<file path="src/rtl/cnn_frame_sequencer.sv">
// CNN frame sequencer: accepts a completed frame from the frame buffer,
// starts the CNN core, streams PIXELS bytes into it through a 2-entry
// (output register + skid) read pipeline, captures the 5-lane prediction
// and holds it until the consumer takes it.
// Optional build macro: CNN_SEQ_TIMEOUT_EN adds a watchdog that abandons a
// frame after TIMEOUT_CYCLES cycles in START/STREAM/DRAIN.
module cnn_frame_sequencer #(
    parameter int PIXELS         = 2304,
    parameter int ADDR_W         = 12,
    parameter int TIMEOUT_CYCLES = 1000000
) (
    input  logic              ap_clk,
    input  logic              ap_rst_n,
    input  logic              frame_valid,
    output logic              frame_ready,
    output logic              rd_en,
    output logic [ADDR_W-1:0] rd_addr,
    input  logic [7:0]        rd_data,
    output logic              cnn_ap_start,
    input  logic              cnn_ap_ready,
    input  logic              cnn_ap_done,
    output logic [7:0]        cnn_in_tdata,
    output logic              cnn_in_tvalid,
    input  logic              cnn_in_tready,
    input  logic [159:0]      cnn_out_tdata,
    input  logic              cnn_out_tvalid,
    output logic              cnn_out_tready,
    output logic [109:0]      pred_data,
    output logic              pred_valid,
    input  logic              pred_ready,
    output logic              busy,
    output logic [15:0]       frame_count,
    output logic              timeout
);

    localparam int NUM_LANES  = 5;
    localparam int LANE_IN_W  = 32;
    localparam int LANE_OUT_W = 22;
    localparam int DROP_W     = LANE_IN_W - LANE_OUT_W;
    localparam int CW         = $clog2(PIXELS + 1);

    typedef enum logic [2:0] {IDLE, START, STREAM, DRAIN, HOLD} state_t;

    state_t state, state_nxt;

    logic [CW-1:0] issue_cnt, sent_cnt;
    logic          rd_pend, out_vld, skd_vld;
    logic [7:0]    out_data, skd_data;
    logic [1:0]    occ;
    logic          streaming, active, pop, last_pop, issue, capture, tmo_hit;
    logic          start_q;
    logic [15:0]   fc_q;

    logic [NUM_LANES-1:0][LANE_OUT_W-1:0] pred_pack, pred_q;
    logic [NUM_LANES*DROP_W-1:0]          unused_hi;
    logic                                 unused_done;

    // Reads may start in START: streaming overlaps the core start handshake.
    assign streaming = (state == START) || (state == STREAM);
    assign active    = streaming || (state == DRAIN);
    assign pop       = streaming && out_vld && cnn_in_tready;
    assign last_pop  = pop && (sent_cnt == CW'(PIXELS - 1));
    // Words in flight + buffered never exceed 2, so the skid cannot overflow.
    assign occ       = {1'b0, rd_pend} + {1'b0, out_vld} + {1'b0, skd_vld};
    assign issue     = streaming && (issue_cnt < CW'(PIXELS)) && ((occ - {1'b0, pop}) < 2'd2);
    assign capture   = (state == DRAIN) && cnn_out_tvalid && !tmo_hit;

    // Keep the low 22 bits of each 32-bit lane; the upper 10 are dropped.
    for (genvar k = 0; k < NUM_LANES; k++) begin : g_lane
        assign pred_pack[k] = cnn_out_tdata[k*LANE_IN_W +: LANE_OUT_W];
        assign unused_hi[k*DROP_W +: DROP_W] = cnn_out_tdata[k*LANE_IN_W+LANE_OUT_W +: DROP_W];
    end
    // Core completion is not used for sequencing; the prediction stream is.
    assign unused_done = cnn_ap_done;

    assign rd_addr      = ADDR_W'(issue_cnt);
    assign cnn_in_tdata = out_data;
    assign cnn_ap_start = start_q && ap_rst_n;
    assign pred_data    = pred_q;
    assign frame_count  = fc_q;

`ifdef CNN_SEQ_TIMEOUT_EN
    localparam int TW = $clog2(TIMEOUT_CYCLES + 1);
    logic [TW-1:0] tmo_cnt;
    logic          tmo_pulse;

    // Watchdog: zero on the way into START, counts while a frame is in flight.
    always_ff @(posedge ap_clk) begin
        if (!ap_rst_n) begin
            tmo_cnt   <= '0;
            tmo_pulse <= 1'b0;
        end else begin
            tmo_pulse <= tmo_hit;
            if (state == IDLE)
                tmo_cnt <= '0;
            else if (active)
                tmo_cnt <= tmo_cnt + 1'b1;
        end
    end

    assign tmo_hit = active && (tmo_cnt == TW'(TIMEOUT_CYCLES - 1));
    assign timeout = tmo_pulse && ap_rst_n;
`else
    logic unused_tmo;
    assign unused_tmo = (TIMEOUT_CYCLES != 0);
    assign tmo_hit    = 1'b0;
    assign timeout    = 1'b0;
`endif

    // State register.
    always_ff @(posedge ap_clk) begin
        if (!ap_rst_n) state <= IDLE;
        else           state <= state_nxt;
    end

    // Next state and handshake outputs; handshakes are forced low in reset.
    always_comb begin
        state_nxt      = state;
        frame_ready    = (state == IDLE);
        busy           = (state != IDLE);
        rd_en          = ap_rst_n && issue;
        cnn_in_tvalid  = ap_rst_n && streaming && out_vld;
        cnn_out_tready = ap_rst_n && (state == DRAIN) && !tmo_hit;
        pred_valid     = ap_rst_n && (state == HOLD);
        case (state)
            IDLE:    if (frame_valid) state_nxt = START;
            START:   state_nxt = STREAM;
            STREAM:  if (last_pop) state_nxt = DRAIN;
            DRAIN:   if (cnn_out_tvalid) state_nxt = HOLD;
            HOLD:    if (pred_ready) state_nxt = IDLE;
            default: state_nxt = IDLE;
        endcase
        if (tmo_hit) state_nxt = IDLE;
    end

    // Read pipeline: rd_data lands one cycle after rd_en into the output
    // register, or into the skid when the output is stalled.
    always_ff @(posedge ap_clk) begin
        if (!ap_rst_n || !streaming) begin
            issue_cnt <= '0;
            sent_cnt  <= '0;
            rd_pend   <= 1'b0;
            out_vld   <= 1'b0;
            skd_vld   <= 1'b0;
            out_data  <= '0;
            skd_data  <= '0;
        end else begin
            rd_pend <= issue;
            if (issue) issue_cnt <= issue_cnt + 1'b1;
            if (pop)   sent_cnt  <= sent_cnt + 1'b1;
            if (pop) begin
                if (skd_vld) begin
                    out_data <= skd_data;
                    skd_vld  <= rd_pend;
                    skd_data <= rd_data;
                end else begin
                    out_vld  <= rd_pend;
                    out_data <= rd_data;
                end
            end else if (rd_pend) begin
                if (out_vld) begin
                    skd_vld  <= 1'b1;
                    skd_data <= rd_data;
                end else begin
                    out_vld  <= 1'b1;
                    out_data <= rd_data;
                end
            end
        end
    end

    // Core start request: raised on frame accept, dropped after ready is seen.
    always_ff @(posedge ap_clk) begin
        if (!ap_rst_n)                         start_q <= 1'b0;
        else if (state == IDLE && frame_valid) start_q <= 1'b1;
        else if (state_nxt == IDLE)            start_q <= 1'b0;
        else if (start_q && cnn_ap_ready)      start_q <= 1'b0;
    end

    // Prediction capture and completed-frame counter (wraps at 16 bits).
    always_ff @(posedge ap_clk) begin
        if (!ap_rst_n) begin
            pred_q <= '0;
            fc_q   <= '0;
        end else begin
            if (capture) pred_q <= pred_pack;
            if (state == HOLD && pred_ready) fc_q <= fc_q + 1'b1;
        end
    end

endmodule

</file>
<file path="config.mk">
export PLATFORM = sky130hd
export DESIGN_NAME = cnn_frame_sequencer
export DESIGN_NICKNAME = d
export VERILOG_FILES = /design/src/rtl/cnn_frame_sequencer.sv
export SDC_FILE = /design/constraint.sdc
export NUM_CORES = 1
export LEC_CHECK = 0
export ABC_CLOCK_PERIOD_IN_PS = 3700
export CORE_MARGIN = 2
export CORE_UTILIZATION = 42
export CTS_BUF_LIST = sky130_fd_sc_hd__clkbuf_4 sky130_fd_sc_hd__clkbuf_8
export DETAILED_ROUTE_END_ITERATION = 16
export GPL_TIMING_DRIVEN = 1
export PLACE_DENSITY = 0.94
export SLEW_MARGIN = 20
export SYNTH_ARGS = -nofsm -noshare
export SYNTH_HDL_FRONTEND = slang
export SYNTH_SLANG_ARGS = --single-unit
</file>
<file path="constraint.sdc">
create_clock -name ap_clk -period 3.7 [get_ports ap_clk]
set_input_delay 0.555 -clock ap_clk [delete_from_list [all_inputs] [get_ports ap_clk]]
set_output_delay 0.555 -clock ap_clk [all_outputs]
set_load 0.005 [all_outputs]
</file>
==> results_dict.tcl <==
set metrics [dict create \
    status "complete, no violations" \
    post_cts_resize_count 0 \
    peakVddDrop_mv 0.214 \
    fp-row-count 46 \
    yosys_warnings 0 \
    crit_type "in -> out" \
    cts_tree "yes" \
    grt_antenna_before_repair 0 \
    grt_overflow 0 \
    cts-root-buf "clkbuf_8" \
    clkTransAtPathRegs_ps 80 \
    drc 0 \
    core_um2 15800 \
    first_pass_iters 7 \
    start_util 0.427 \
    drt-vias-per-instance 5.22 \
    grt_pass1_vias 6405 \
    busiest_layer "met2" \
    syn_avg_cell_area_um2 8.06 \
    critPathSlowestCell "clkdlybuf4s50_1" \
    holdWs_ps 456 \
    grt_use_met1 0.254 \
    nets 1276 \
    synth_edf_count 0 \
    hpwl_um 14100 \
    crit_path_start_kind "input port" \
    end_kind "primary output" \
    nFillCells 1274 \
    grt_use_total 0.224 \
    drt-total-wl_um 20200 \
    cp.arrival_ps 2740 \
    cts.htree.levels 4 \
    hold_viol_final 0 \
    dieArea_um2 17100 \
    maxSlewHeadroom 0.397 \
    required_ps 3140 \
    ys_ff_latch 173 \
    clk_latency_ps 460 \
    wl_per_cell_um 15.3 \
    clock-sinks 173 \
    critPathMaxStageDelay_ps 510 \
    grt_pass1_wl_um 30500 \
    postCtsHoldBufs 0 \
    grt_max_degree 67 \
    place.gp.congestion 0.829 \
    crit_path_frequent_cell "ha_1" \
    grtUsageMet2 0.388 \
    yosysSeqAreaShare 0.512 \
    setup_viol 0 \
    ios 330 \
    drive_above_1_share 0.0525 \
    min_path_type "reg -> reg" \
    synth.cell_area_um2 6760 \
    vias 6901 \
    syn_inst 839 \
    maxCapViolations 0 \
    use_met3 0.0765 \
    fin_crit_sh 0.890 \
    diodes 0 \
    post_cts_buffers 0 \
    mappedNetlistNets 1022 \
    port_buffers 277 \
    drt_iter0_drc 344 \
    die_w_um 131 \
    die_h_um 131 \
    cp_cell_sequence "clkdlybuf4s50_1 > nand2_1 > or3_1 > ha_1 > ha_1 > a21oi_1 > xnor2_1 > nor3_1 > dlymetal6s2s_1" \
    maxSlewViolCount 0 \
    tightest_slew_ps 898 \
    synthToLayoutAreaGrowth_pct 49.5 \
    fmax_mhz 304 \
    cts_buffer_depth 2 \
    fin_tns_setup_ps 0 \
    fin_skew_ps 17.9 \
    numCtsBuffers 17 \
    drtAntennaViolNets 0 \
    synth_cell_types 44 \
    powerDensity_nw_per_um2 349 \
    ys.flop_type "dfxtp_1" \
    post-route-min-period_ps 3290 \
    path_max_fanout 2 \
    async_flop_share 0 \
    rsz0062_at_grt "no" \
    power_leakage_nw 3.32 \
]
==> registers in the layout, summed over array words and instances (netlist names), 3 cells and up <==
| name | count |
|---|---|
| state | 3 |
| skd_data | 8 |
| pred_data | 110 |
| rd_addr | 12 |
| cnn_in_tdata | 8 |
| sent_cnt | 12 |
| frame_count | 16 |
==> cell families (layout without fill, tap and decap cells) <==
kind of cell | Yosys count | count (layout) | synth area share
and+or+nand+nor | 377 | 377 | 0.250
AOI/OAI and AO/OA | 192 | 192 | 0.155
DFF | 173 | 173 | 0.512
buffers and inverters | 69 | 335 | 0.0424
xor gates and xnor gates | 16 | 16 | 0.0207
adders and majority gates | 7 | 7 | 0.0130
muxes | 4 | 4 | 0.00592
other | 1 | 1 | 0.000555
==> synthesized netlist by cell type (2+ instances only) <==
master	instances	share of area
nor2_1	26	0.014
xor2_1	11	0.014
nor4b_1	3	0.0039
mux2i_1	4	0.0059
nand4b_1	3	0.0039
a311oi_1	9	0.012
inv_1	8	0.0044
nand2b_1	4	0.0037
a21oi_1	145	0.11
nor3_1	8	0.0059
and4_1	3	0.0039
o21a_1	2	0.0022
ha_1	7	0.013
nor4_1	3	0.0028
clkbuf_1	49	0.027
and3_1	7	0.0065
nand4_1	9	0.0083
xnor2_1	5	0.0065
o21ai_0	22	0.016
nand3_1	24	0.018
o31ai_1	9	0.010
nor3b_1	2	0.0022
or3_1	14	0.013
and2_1	2	0.0019
nand2_1	252	0.14
or4_1	11	0.012
buf_2	7	0.0052
dfxtp_1	173	0.51
buf_6	2	0.0033
==> metal layers <==
metal	share of wire	wire, um
met4	0.029	583
met1	0.40	8000
met5	0	0
met3	0.076	1530
met2	0.50	10100
==> area by class of cell <==
cell class / instances / area (um2) / share of cell area
clock inverters: 12 / 140 / 0.0139
clock buffers: 19 / 249 / 0.0246
well taps: 216 / 270 / 0.0267
repair buffers: 295 / 2910 / 0.288
inverters: 9 / 36.3 / 0.00359
multi-input cells: 597 / 3030 / 0.300
flip-flops and latches: 173 / 3460 / 0.343
==> placed cells by master, fill, tap and decap left out, drive strengths merged, types with 9 or more instances in the layout <==
| cell | netlist | layout |
|---|---|---|
| o31ai | 9 | 9 |
| a21oi | 145 | 145 |
| buf | 11 | 18 |
| nand3 | 24 | 24 |
| or3 | 14 | 14 |
| nand2 | 252 | 252 |
| o21ai | 22 | 22 |
| nor2 | 26 | 26 |
| clkbuf | 49 | 19 |
| nand4 | 9 | 9 |
| inv | 8 | 11 |
| dfxtp | 173 | 173 |
| or4 | 11 | 11 |
| xor2 | 11 | 11 |
| a311oi | 9 | 9 |
| clkdlybuf4s50 | 0 | 276 |
==> worst max-delay path: cells and delay by family <==
family	cells	cell delay (ps)
adder cells (fa/ha/maj)	2	580
AND/OR/NAND/NOR	3	650
XOR/XNOR	1	120
AO/OA/AOI/OAI	1	150
buffers and inverters	2	680
==> stage by stage <==
step / area, um2 / power, mW / worst slack, ps / utilization / instances
after floorplan: 6760 / 2.04 / 399 / - / 839
after global placement: 9710 / 2.24 / 24.7 / 0.614 / 1290
after detailed placement: 9710 / 2.24 / 50.1 / 0.614 / 1290
after CTS: 10100 / 3.57 / 28.6 / 0.638 / 1321
after global routing: 10100 / 3.66 / 317 / 0.638 / 1321
final: 10100 / 3.53 / 406 / 0.638 / 1321
==> where the power goes <==
| group | internal (mW) | switching [mW] |
|---|---|---|
| Combinational | 0.180 | 0.130 |
| Clock | 0.619 | 0.709 |
| Sequential | 1.88 | 0.0133 |
| Total | 2.68 | 0.853 |
==> final timing paths <==
check | from | end | slack [ps] | cells after the start
max | cnn_in_tready | rd_en | 410 | 9
min | pred_data[32] | pred_data[32] | 460 | 2
max reg2reg | state[1] | rd_addr[5] | 950 | 9
min reg2reg | pred_data[32] | pred_data[32] | 460 | 2
(Power assumes the default switching activity.)
